--- config.mk ---
export PLATFORM = sky130hd
export DESIGN_NAME = dwc_rsp0_flat
export DESIGN_NICKNAME = d
export VERILOG_FILES = /design/src/rtl/dwc_rsp0_if.sv /design/src/rtl/dwc_rsp0.sv /design/src/flat_wrapper.sv
export SDC_FILE = /design/constraint.sdc
export NUM_CORES = 1
export LEC_CHECK = 0
export CORE_MARGIN = 2
export CORE_UTILIZATION = 44
export CTS_CLUSTER_DIAMETER = 60
export DETAILED_ROUTE_END_ITERATION = 6
export PLACE_DENSITY = 0.87
export SLEW_MARGIN = 20
export SYNTH_ARGS = -nofsm -noshare
export SYNTH_HDL_FRONTEND = slang
export SYNTH_SLANG_ARGS = --single-unit
--- constraint.sdc ---
create_clock -name clk -period 1.6 [get_ports clk]
set_clock_uncertainty 0.2 [all_clocks]
set_input_delay 0.24 -clock clk [delete_from_list [all_inputs] [get_ports clk]]
set_output_delay 0.24 -clock clk [all_outputs]
set_load 0.02 [all_outputs]
--- src/rtl/dwc_rsp0_if.sv ---
// Response-path width converter bundle: wide producer side plus narrow sink side.
// Latency: n/a (wires only).
// Backpressure: valid/ready on both sides; the converter holds the slave view.
//
// Ports carried:
//   dwc_rsp_valid/ready/rdata          wide word from the producer into the converter
//   fifo_rsp_valid/ready/rdata/last    narrow beats from the converter into the sink
interface dwc_rsp0_if #(
   parameter int IN_W  = 128,
   parameter int OUT_W = 32
);
   logic              dwc_rsp_valid;
   logic              dwc_rsp_ready;
   logic [IN_W-1:0]   dwc_rsp_rdata;
   logic              fifo_rsp_valid;
   logic              fifo_rsp_ready;
   logic [OUT_W-1:0]  fifo_rsp_rdata;
   logic              fifo_rsp_last;

   // Environment view: drives the wide word and the sink ready.
   modport master (
      output dwc_rsp_valid,
      output dwc_rsp_rdata,
      input  dwc_rsp_ready,
      input  fifo_rsp_valid,
      input  fifo_rsp_rdata,
      input  fifo_rsp_last,
      output fifo_rsp_ready
   );

   // Converter view.
   modport slave (
      input  dwc_rsp_valid,
      input  dwc_rsp_rdata,
      output dwc_rsp_ready,
      output fifo_rsp_valid,
      output fifo_rsp_rdata,
      output fifo_rsp_last,
      input  fifo_rsp_ready
   );
endinterface

--- src/rtl/dwc_rsp0.sv ---
// Downsizing response converter: one wide word in, RSP_WORD_NUMBER narrow beats out, last beat flagged.
// Latency: first beat one cycle after the wide word is accepted; 1 beat/cycle sustained, no bubble between words.
// Backpressure: sink stall freezes the current beat; a new wide word is only taken on the last-beat handshake.
//
// Ports:
//   clk    rising-edge clock
//   rst_n  synchronous active-low reset
//   bus    dwc_rsp0_if.slave (wide valid/ready/rdata in, narrow valid/ready/rdata/last out)
module dwc_rsp0 #(
   parameter int INPUT_DATA_WIDTH  = 128,
   parameter int OUTPUT_DATA_WIDTH = 32,
   parameter int RSP_WORD_NUMBER   = INPUT_DATA_WIDTH / OUTPUT_DATA_WIDTH,
   parameter bit LSB_FIRST         = 1'b1
) (
   input  logic       clk,
   input  logic       rst_n,
   dwc_rsp0_if.slave  bus
);

   // ------------------------------------------------------------------
   // Parameter sanity
   // ------------------------------------------------------------------
   generate
      if (INPUT_DATA_WIDTH != RSP_WORD_NUMBER * OUTPUT_DATA_WIDTH) begin : g_bad_ratio
         $error("dwc_rsp0: INPUT_DATA_WIDTH must equal RSP_WORD_NUMBER*OUTPUT_DATA_WIDTH");
      end
      if (RSP_WORD_NUMBER < 2) begin : g_bad_count
         $error("dwc_rsp0: RSP_WORD_NUMBER must be at least 2");
      end
      if ($bits(bus.dwc_rsp_rdata) != INPUT_DATA_WIDTH) begin : g_bad_in_w
         $error("dwc_rsp0: interface wide data width does not match INPUT_DATA_WIDTH");
      end
      if ($bits(bus.fifo_rsp_rdata) != OUTPUT_DATA_WIDTH) begin : g_bad_out_w
         $error("dwc_rsp0: interface narrow data width does not match OUTPUT_DATA_WIDTH");
      end
   endgenerate

   localparam int            CW       = $clog2(RSP_WORD_NUMBER);
   localparam logic [CW-1:0] LAST_IDX = CW'(RSP_WORD_NUMBER - 1);

   typedef enum logic {
      IDLE = 1'b0,   // nothing held, wide side ready
      SEND = 1'b1    // word held, cnt_q is the beat on the narrow side
   } state_t;

   // ------------------------------------------------------------------
   // State
   // ------------------------------------------------------------------
   state_t                        state_q, state_d;
   logic [CW-1:0]                 cnt_q,   cnt_d;
   logic [INPUT_DATA_WIDTH-1:0]   hold_q,  hold_d;

   // Combinational handshake terms
   logic                          out_vld;
   logic                          out_last;
   logic                          beat_hs;
   logic                          in_rdy;
   logic                          in_acc;
   logic [CW-1:0]                 beat_idx;
   logic [OUTPUT_DATA_WIDTH-1:0]  beat_dat;

   // ------------------------------------------------------------------
   // Output side decode
   // ------------------------------------------------------------------
   always_comb begin
      out_vld  = (state_q == SEND);
      out_last = out_vld && (cnt_q == LAST_IDX);
      beat_hs  = out_vld && bus.fifo_rsp_ready;

      // The wide side is refilled either from empty or on the very edge the
      // last beat leaves, which is what keeps back-to-back words bubble-free.
      // Held low through reset so nothing is taken while the block is cleared.
      in_rdy   = rst_n && ((state_q == IDLE) || (out_last && bus.fifo_rsp_ready));
      in_acc   = bus.dwc_rsp_valid && in_rdy;
   end

   // Beat ordering: LSB_FIRST walks slices upward, otherwise downward from the top slice.
   always_comb begin
      beat_idx = LSB_FIRST ? cnt_q : (LAST_IDX - cnt_q);
   end

   // Explicit slice mux; the held word is zero after reset so the narrow
   // data reads zero until the first word is loaded.
   always_comb begin
      beat_dat = '0;
      for (int i = 0; i < RSP_WORD_NUMBER; i++) begin
         if (beat_idx == CW'(i)) begin
            beat_dat = hold_q[i*OUTPUT_DATA_WIDTH +: OUTPUT_DATA_WIDTH];
         end
      end
   end

   // ------------------------------------------------------------------
   // Next-state
   // ------------------------------------------------------------------
   always_comb begin
      state_d = state_q;
      cnt_d   = cnt_q;
      hold_d  = hold_q;

      unique case (state_q)
         IDLE: begin
            if (in_acc) begin
               hold_d  = bus.dwc_rsp_rdata;
               cnt_d   = '0;
               state_d = SEND;
            end
         end

         SEND: begin
            if (beat_hs) begin
               if (out_last) begin
                  if (in_acc) begin
                     // Reload on the last-beat edge and stay in SEND.
                     hold_d  = bus.dwc_rsp_rdata;
                     cnt_d   = '0;
                     state_d = SEND;
                  end else begin
                     state_d = IDLE;
                  end
               end else begin
                  // Counter only advances below LAST_IDX; it never wraps on its own.
                  cnt_d = cnt_q + 1'b1;
               end
            end
         end

         default: begin
            state_d = IDLE;
         end
      endcase
   end

   // ------------------------------------------------------------------
   // Registers
   // ------------------------------------------------------------------
   always_ff @(posedge clk) begin
      if (!rst_n) begin
         state_q <= IDLE;
         cnt_q   <= '0;
         hold_q  <= '0;
      end else begin
         state_q <= state_d;
         cnt_q   <= cnt_d;
         hold_q  <= hold_d;
      end
   end

   // ------------------------------------------------------------------
   // Outputs
   // ------------------------------------------------------------------
   assign bus.dwc_rsp_ready  = in_rdy;
   assign bus.fifo_rsp_valid = out_vld;
   assign bus.fifo_rsp_last  = out_last;
   assign bus.fifo_rsp_rdata = beat_dat;

endmodule
--- src/flat_wrapper.sv ---
// flat-port wrapper written by rule: the top's interface ports become plain ports
module dwc_rsp0_flat 
#(
   parameter int INPUT_DATA_WIDTH  = 128,
   parameter int OUTPUT_DATA_WIDTH = 32,
   parameter int RSP_WORD_NUMBER   = INPUT_DATA_WIDTH / OUTPUT_DATA_WIDTH,
   parameter bit LSB_FIRST         = 1'b1
)
  (clk, rst_n, bus_dwc_rsp_valid, bus_dwc_rsp_rdata, bus_dwc_rsp_ready, bus_fifo_rsp_valid, bus_fifo_rsp_rdata, bus_fifo_rsp_last, bus_fifo_rsp_ready);
  dwc_rsp0_if bus_i ();
  input  logic clk;
  input  logic rst_n;
  input wire logic [$bits(bus_i.dwc_rsp_valid)-1:0] bus_dwc_rsp_valid;
  input wire logic [$bits(bus_i.dwc_rsp_rdata)-1:0] bus_dwc_rsp_rdata;
  output wire logic [$bits(bus_i.dwc_rsp_ready)-1:0] bus_dwc_rsp_ready;
  output wire logic [$bits(bus_i.fifo_rsp_valid)-1:0] bus_fifo_rsp_valid;
  output wire logic [$bits(bus_i.fifo_rsp_rdata)-1:0] bus_fifo_rsp_rdata;
  output wire logic [$bits(bus_i.fifo_rsp_last)-1:0] bus_fifo_rsp_last;
  input wire logic [$bits(bus_i.fifo_rsp_ready)-1:0] bus_fifo_rsp_ready;
  assign bus_i.dwc_rsp_valid = bus_dwc_rsp_valid;
  assign bus_i.dwc_rsp_rdata = bus_dwc_rsp_rdata;
  assign bus_dwc_rsp_ready = bus_i.dwc_rsp_ready;
  assign bus_fifo_rsp_valid = bus_i.fifo_rsp_valid;
  assign bus_fifo_rsp_rdata = bus_i.fifo_rsp_rdata;
  assign bus_fifo_rsp_last = bus_i.fifo_rsp_last;
  assign bus_i.fifo_rsp_ready = bus_fifo_rsp_ready;
  dwc_rsp0 #(.INPUT_DATA_WIDTH(INPUT_DATA_WIDTH), .OUTPUT_DATA_WIDTH(OUTPUT_DATA_WIDTH), .RSP_WORD_NUMBER(RSP_WORD_NUMBER), .LSB_FIRST(LSB_FIRST)) u_core (.clk(clk), .rst_n(rst_n), .bus(bus_i));
endmodule
Word level (Yosys, flattened, before mapping)
Index checks and enable logic that the tools add are counted.
Storage, ports and cells
  word-level logic and storage cells: 34
  input port bits: 132
  bits in registers: 131
  output and inout bits: 35
Cells by class
  reductions and logical operators: 8
  mux-type cells: 16
  bitwise operators: 1
  $add $sub $neg: 1
  eq/ne operators: 5
Operators with widths (count)
  128-bit 2-to-1 mux: 3
  128-bit one-hot mux with 2 select lines: 1
  32-bit 2-to-1 mux: 4
  2-bit 2-to-1 mux: 3
  1-bit logical AND: 5
  2-bit equality test, second input constant: 2
  2-bit inequality test, second input constant: 2
  2-bit one-hot mux with 2 select lines: 1
  1-bit 2-to-1 mux: 3
  2-bit by 1-bit adder with 2-bit output, second input constant: 1
  2-bit by 1-bit equality test with 1-bit output, second input constant: 1
  2-bit logical NOT: 1
  1-bit one-hot mux with 2 select lines: 1
  2-bit AND reduction: 1
  1-bit logical OR: 1
  1-bit NOT: 1

Logic depth before layout (Yosys ltp)
Gate-level depths: netlist of the first run.
  word-level depth: 10
  depth in mapped cells: 8
  gate-level depth less buffers: 5

Worst setup path before layout of the first run
Ideal clock, no wire load.
  kind: reg-to-output
  start: reg u_core.cnt_q[1] (netlist: u_core.beat_idx[1])
  end: out bus_fifo_rsp_rdata[0]
  required time: 1.160 ns
  path slack: -0.591 ns
  buffers on the path: 3
  stages on the path, launching flop included: 9
  arrival: 1.751 ns
  cells stage by stage: dfxtp_1 inv_1 ha_1 clkbuf_2 nor2b_1 buf_2 buf_4 a221oi_1 o31ai_1
On the way
  longest elaborated chain between the ends: 5
  elaborated cells between the ends (all ways): 8
  those cells by class: eq/ne (3); mux (4); reduce/logical (1)
RTL lines
  start, declared: RTL line dwc_rsp0.sv:50  | logic [CW-1:0] cnt_q, cnt_d;
  start signal, assigned: RTL line dwc_rsp0.sv:144  | cnt_q <= cnt_d;
  2-bit logical NOT: RTL line dwc_rsp0.sv:87  | if (beat_idx == CW'(i)) begin
  32-bit 2-to-1 mux (3 in series): RTL line dwc_rsp0.sv:87
  32-bit 2-to-1 mux *: RTL line dwc_rsp0.sv:87
  end, declared: RTL line flat_wrapper.sv:17  | output wire logic [$bits(bus_i.fifo_rsp_rdata)-1:0] bus_fifo_rsp_rdata;
Every way passes the cells marked *; elsewhere a longest branch is shown, timed or not.

Worst setup path after layout of the first run
  start: reg u_core.cnt_q[0] (netlist: u_core.beat_idx[0])
  end: out bus_fifo_rsp_rdata[19]
Same word-level chain as after synthesis.

==> results.md, run 1 <==
- Outcome: finished, violations left
- Failing checks: negative setup slack
- Total grt overflow: 0
- Max Cap Viol: 0
- Post-route insts no fill: 1112
- Reg clk slew, reported paths: 60 ps
- Final Wtd Congestion: between 0.8 and 0.9
- Final hold slack: between 150 and 200 ps
- First-pass GRT wire length: 26500 µm
- Cells after DPL: ~1000
- Root buf cell: clkbuf_16
- Vias in the first global route: 5414
- Min cycle time layout: 2450 ps
- Cell area power density: between 900 and 1000 nW/µm²
- Post-DP HPWL: between 10000 and 15000 µm
- Startpoint Class: flop
- Setup crit end kind: primary output
- DR WL/cell: about 16 µm
- DRT Pass-1 Iters: 5
- Fin. Hold Viols: 0
- Seq/Total Area, Yosys: 41.5%
- Total GRT Usage: 22.5%
- Synth warn: 0
- Final Max Tran Viols: 0
- Vias: around 5500
- Initial antenna violation count: 0
- DIE WIDTH: ~120 µm
- Worst Hold Class: in2reg
- Avg Vias per Cell: just under 5
- Number of fill cells in the layout: ~1000
- Seq cells post-synth: 131
- Leak pwr: 4.28 nW
- Residual DRC count: 0
- Post-synthesis cell type count: 26
- Diodes inserted: 0
- Top post-synthesis cells by area: dfxtp_1 (41%), mux2i_1 (20%), nand2_1 (9.5%)
- DR iter-0 viols: 398
- CTS buffer count: 17
- Final core occ: 69.2%
- Final WS setup: -851 ps
- Fmax achieved: 408 MHz
- Initial Util: ~45%
- Tot Pwr: approximately 9.2 mW
- Critical Path AT: between 2000 and 2500 ps
- Final Cycle Share: 153%
- Area grow syn2layout: 52.5%
- Row Count: 43
- Final instance area: between 9000 and 10000 µm²
- Worst-path fanout max: 18
- Setup CP Type: reg2out
- Area of the core: between 10000 and 15000 µm²
- Synthesized cell area: ~6300 µm²
- Measured slew at the worst slew-check pin: about 400 ps
- Final wirelength: between 15000 and 20000 µm
- Port Buf Inserts: around 170
- Total nets after synthesis: around 860
- # IOs: roughly 170
- Pre-CTS setup slack: -788 ps
- CTS Buffer Depth: 2
- Final #Nets: 1055
- Setup Viol. Count Final: approximately 170
- Sink Count: 131
- Die Y: 124 µm
- Worst vdd ir: between 800 and 900 µV
- CTS tree: yes
- H-tree levels: 4
- Share of post-route cells with drive strength above 1: ~22%
- Syn avg cell area: 8.79 µm²
- Sum Neg Setup Slack: -106510 ps
- Top cell type's share of synthesized area: 41.5%
- Multi-input gate area in the final layout: between 3000 and 4000 µm²
- Post-synthesis instance total: roughly 720
- Slew headroom: roughly 73%
- Skew-Pair Late Insertion Delay: between 400 and 500 ps
- Area leader, netlist: dfxtp_1
- Sequential cell area: 2630 µm²
- Die ar.: 15300 µm²
- Routed Antenna Nets: 0
- Area after DPL: 8420 µm²
- Largest net degree at the start of global routing: 93
- CP required: roughly 1200 ps
- RSZ-0062 raised after global routing: yes
path summary, 6_finish.rpt:
| path | startpoint | endpoint | slack (ps) | cells past startpoint |
|---|---|---|---|---|
| worst min-delay path | bus_dwc_rsp_rdata[103] | u_core.hold_q[103] | 160 | 3 |
| worst max register to register | u_core.beat_idx[0] | u_core.hold_q[79] | -710 | 10 |
| worst max-delay path | u_core.beat_idx[0] | bus_fifo_rsp_rdata[19] | -850 | 8 |
| worst min register to register | u_core.hold_q[71] | u_core.hold_q[71] | 250 | 2 |
flip-flops by register name, indices dropped and copies added, names as in the netlist:
register	cells
u_core.bus.fifo_rsp_valid	1
u_core.beat_idx	2
u_core.hold_q	128
cells by family after synthesis:
group / count (synthesis) / share of synthesized area (%)
buf+inv: 184 / 14.7
simple gates: 202 / 13.8
flops: 131 / 41.5
mux: 128 / 20.3
compound gates: 70 / 9.02
fa+ha+maj: 4 / 0.792
critical path, cell delays in order, from the launching register on:
cell and delay, ps:
dfxtp_4 380, inv_4 40, ha_4 140, nor2b_4 130, buf_12 160, buf_6 120, a221oi_2 340, o31ai_2 110
buf_4 170
routing by layer:
metal  vias to the layer above  track usage [%]  wire length (µm)
met2                       216             39.1              9030
li1                       2710                -                 -
met3                        22             5.72              1190
met4                         0             8.95               275
met5                         -                0                 0
met1                      2569             26.4              7400
synth_stat cells:
cell type and number:
clkbuf_1 28, a21oi_1 1, mux2i_1 128, o21ai_0 1, nor2b_1 34, clkbuf_2 1
a31oi_1 1, buf_2 5, ha_1 4, and2_1 1, inv_2 1, inv_1 132
a21boi_4 1, nor3b_1 1, o31ai_1 32, a221oi_1 32, buf_6 1, dfxtp_1 131
or3_1 1, nand4b_1 1, nor2_1 3, buf_12 13, nand2_1 160, o211ai_1 2
nor3_4 1, buf_4 3
final cells by class:
cell class              instances  area share [%]
repair buffers                232            24.9
clock buffers                  24            5.22
clock inverters                 8            1.01
inverters                     133            5.23
multi-input cells             404            34.0
well taps                     180            2.34
flip-flops and latches        131            27.3
what timing repair did:
action / 4_1_cts / 5_1_grt
hold endpoints to repair: 3 / 0
endpoints found under the setup margin: 165 / 166
hold buffers: 1 / 0
setup buffers: 8 / 15
pin swaps: 0 / 4
gates resized for setup: 215 / 26
gates cloned: 3 / 4
power breakdown:
part | total, mW | switching, mW | internal, mW | leakage, nW
Clock | 3.94 | 1.44 | 2.51 | 0.299
Combinational | 1.59 | 0.686 | 0.901 | 2.90
Sequential | 3.67 | 0.166 | 3.50 | 1.08
Total | 9.20 | 2.29 | 6.91 | 4.28
placed cells by master (no fill, tap or decap), drive strengths merged, types with 2 or more instances in the layout:
cell type,count
ha,4
a221oi,32
clkdlybuf4s50,130
inv,133
mux2i,128
clkinv,6
nor2,3
dfxtp,131
buf,98
nor2b,34
o211ai,2
nand2,160
clkbuf,27
o31ai,32
bufinv,2
(Power assumes the default switching activity.)
==> run 2: changes to the inputs <==
SLEW_MARGIN = unset   (was 20)
==> results of run 2 <==
No change in the layout: final DEF, timing and power equal those of run 1.
==> run 3: changes to the inputs <==
CORE_UTILIZATION = 57   (was 44)
DONT_BUFFER_PORTS = 1   (was unset)
PLACE_DENSITY = 0.86   (was 0.87)
SKIP_CTS_REPAIR_TIMING = 1   (was unset)
==> run 3 against run 2 <==
- the run now fails in global routing (5_1_grt)
- area after synthesis is the same
- synthesized cell count unchanged
==> results.md, run 3 <==
- Outcome: did not finish (was finished, violations left)
- Last stage: global routing (5_1_grt)
- Tool error: [ERROR RSZ-0060] Max buffer count reached.
- Xor/xnor cell area share of the yosys netlist: 0% (unchanged)
- EDFF count, synth: 0 (unchanged)
- Compound-Gate Fraction of Synth Area: 9.02% (unchanged)
- Initial Util: 58.3% (was 45.4%)
- Simple-Gate Fraction of Synth Area: 13.8% (unchanged)
- Cells after DPL: 873 (was 1049)
- DIE WIDTH: 109 µm (was 124 µm)
- Post-synthesis cell type count: 26 (unchanged)
- Seq/Total Area, Yosys: 41.5% (unchanged)
- Synth top cells by count: nand2_1 (160), inv_1 (132), dfxtp_1 (131) (unchanged)
- # IOs: 167 (unchanged)
- Root buf cell: clkbuf_8 (was clkbuf_16)
- Top cell type's share of synthesized area: 41.5% (unchanged)
- Top post-synthesis cells by area: dfxtp_1 (41%), mux2i_1 (20%), nand2_1 (9.5%) (unchanged)
- Synth Flop Type: dfxtp_1 (unchanged)
- Synth warn: 0 (unchanged)
- Seq cells post-synth: 131 (unchanged)
- Sink Count: 131 (unchanged)
- Area leader, netlist: dfxtp_1 (unchanged)
- Worst End Pin Type: primary output
- Post-DP HPWL: 10200 µm (was 10500 µm)
- H-tree levels: 4 (unchanged)
- Row Count: 38 (was 43)
- CTS buffer count: 17 (unchanged)
- Most frequent cell after synthesis: nand2_1 (unchanged)
- Synth async-reset ratio: 0% (unchanged)
- Largest net degree at the start of global routing: 130
- Total nets after synthesis: 855 (unchanged)
- CTS Buffer Depth: 2 (unchanged)
- Post-synthesis instance total: 719 (unchanged)
- Port Buf Inserts: 0 (was 166)
- Synthesized cell area: 6320 µm² (unchanged)
- Pre-CTS setup slack: -418 ps (was -788 ps)
- Final Wtd Congestion: 0.808 (was 0.814)
- Die Y: 109 µm (was 124 µm)
- Adder-Cell Fraction of Synth Area: 0.792% (unchanged)
- Multiplexer share of the synthesized area: 20.3% (unchanged)
- Syn avg cell area: 8.79 µm² (unchanged)
- Worst_ep grt: bus_fifo_rsp_rdata[18]
- Largest family of logic cells by synthesized area: multiplexers (unchanged)
## run 3: through the flow
step / utilization (%) / setup TNS (ps) / instance area, µm²
2_1_floorplan: - / -15470 / 6560
4_1_cts: 69.7 / -57090 / 7560
3_5_place_dp: 63.8 / -34710 / 6920
3_3_place_gp: 63.8 / -27620 / 6920
## run 3: cells by family after synthesis
| group | count (synthesis) |
|---|---|
| simple gates | 202 |
| fa+ha+maj | 4 |
| buf+inv | 184 |
| mux | 128 |
| flops | 131 |
| compound gates | 70 |
==> run 4: changes to the inputs <==
CORE_UTILIZATION = 40   (was 57)
CTS_CLUSTER_DIAMETER = unset   (was 60)
PLACE_DENSITY = unset   (was 0.86)
PLACE_DENSITY_LB_ADDON = 0.15   (was unset)
clock period = 2.1 ns   (was 1.6 ns; I/O delays follow)
==> run 4 against run 3 <==
- the flow now finishes, with violations (negative hold slack, negative setup slack)
==> results.md, run 4 (synthesized netlist as in run 1, its figures left out) <==
- Outcome: finished, violations left (was did not finish)
- Failing checks: negative hold slack, negative setup slack
- CTS tree: yes
- Cell area power density: around 700 nW/µm²
- Critical Path AT: ~1900 ps
- Total GRT Usage: ~18%
- Port Buf Inserts: 0 (unchanged)
- DRT Pass-1 Iters: 5
- Setup crit end kind: primary output
- Measured slew at the worst slew-check pin: ~340 ps
- First-pass GRT wire length: about 23000 µm
- Vias: about 5700
- DIE WIDTH: 130 µm (was 109 µm)
- DR iter-0 viols: between 200 and 250
- Max Cap Viol: 0
- CP required: between 1500 and 2000 ps
- Area of the core: about 15000 µm²
- Slew headroom: a little under 80%
- Worst Hold Depth: 3
- Top reg by flops: u_core.hold_q
- WHS Endpoint: u_core.beat_idx[0]
- Worst-path fanout max: 24
- Total grt overflow: 0
- CTS Buffer Depth: 2 (unchanged)
- Max reg flops: 128
- Most common cell after layout, fill and taps aside: dlygate4sd3_1
- Final #Nets: 1077
- Final core occ: ~64%
- CTS buffer count: 17 (unchanged)
- Share of post-route cells with drive strength above 1: ~16%
- Area grow syn2layout: 55.8%
- H-tree levels: 4 (unchanged)
- Leak pwr: about 4.2 nW
- Min cycle time layout: ~2400 ps
- Diodes inserted: 0
- Commonest cells after routing, fill and taps aside: dlygate4sd3_1 (187), nand2_1 (160), inv_1 (130), dfxtp_1 (129), mux2i_1 (127)
- Root buf cell: clkbuf_16 (was clkbuf_8)
- Initial Util: 41.3% (was 58.3%)
- Row Count: 45 (was 38)
- Reg2Reg Setup Slack: -60 ps
- Worst Hold Class: in2reg
- Final Cycle Share: 116%
- Number of fill cells in the layout: between 1000 and 1500
- Fmax achieved: between 400 and 500 MHz
- Post-DP HPWL: 9770 µm (was 10200 µm)
- Skew-Pair Late Insertion Delay: 410 ps
- Final Max Tran Viols: 0
- Setup CP Type: reg2out
- Worst vdd ir: around 600 µV
- Residual DRC count: 0
- Worst R2R Start: u_core.beat_idx[0]
- Final wirelength: approximately 19000 µm
- Startpoint Class: flop
- Final WS setup: -327 ps
- Die Y: 130 µm (was 109 µm)
- DR WL/cell: 16.7 µm
- Die ar.: 16800 µm²
- Reg clk slew, reported paths: 50 ps
- Vias in the first global route: roughly 4800
- RSZ-0062 raised after global routing: yes
- Initial antenna violation count: 0
- Final hold slack: -18.2 ps
- # IOs: 167 (unchanged)
- Worst Reg-to-Reg Cells: 9
- Setup Viol. Count Final: 41
- Largest net degree at the start of global routing: 130
- Routed Antenna Nets: 0
- Avg Vias per Cell: 4.88
- Final Wtd Congestion: 0.709 (was 0.808)
- Fin. Hold Viols: 1
- HP Start: bus_fifo_rsp_ready
- R2R Path End: u_core.hold_q[80]
- Sink Count: 131 (unchanged)
## run 4: worst max-delay path: stages, from the launching register on
cell	delay, ps
dfxtp_4	370
inv_4	40
buf_6	110
ha_4	210
buf_12	170
nor2b_1	150
o31ai_2	250
buf_4	190
## run 4: layout make-up
cell class | count | area [µm²] | area share (%)
flip-flops and latches | 131 | 2630 | 26.7
multi-input cells | 405 | 3130 | 31.7
repair buffers | 253 | 2740 | 27.8
well taps | 211 | 264 | 2.68
clock buffers | 24 | 492 | 4.99
clock inverters | 5 | 100 | 1.02
inverters | 133 | 504 | 5.12
## run 4: stage by stage
stage	cell area (µm²)	setup TNS, ps	setup WS, ps	power [mW]	cells
finish	9850	-9410	-327	6.91	1162
global route	9850	-20290	-410	7.17	1162
CTS	7390	-29450	-958	6.53	955
detailed placement	6800	-15060	-510	3.52	926
global placement	6800	-13650	-457	3.49	926
floorplan	6480	-8.37	-8.37	3.37	719
## run 4: layer usage
layer	GRT usage (%)	part of all wire, %
met1	22.1	44
met2	29.4	50
met3	5.33	4.8
met4	7.15	1.8
met5	0	0
## run 4: where the power goes
group	internal [mW]	switching (mW)	leakage, nW
clock	1.97	1.05	0.292
combinational	0.618	0.506	2.85
sequential	2.67	0.102	1.08
## run 4: how the worst max path moves through the flow
| stage | to | cells after the start | from | slack [ps] |
|---|---|---|---|---|
| 2_1_floorplan | bus_fifo_rsp_rdata[0] | 8 | u_core.beat_idx[1] | -8 |
| 3_3_place_gp | bus_fifo_rsp_rdata[27] | 6 | u_core.beat_idx[1] | -460 |
| 3_5_place_dp | bus_fifo_rsp_rdata[27] | 6 | u_core.beat_idx[1] | -510 |
| 4_1_cts | bus_fifo_rsp_rdata[27] | 6 | u_core.beat_idx[1] | -960 |
| 5_1_grt | bus_fifo_rsp_rdata[10] | 7 | u_core.beat_idx[1] | -410 |
| 6_report | bus_fifo_rsp_rdata[14] | 7 | u_core.beat_idx[0] | -330 |
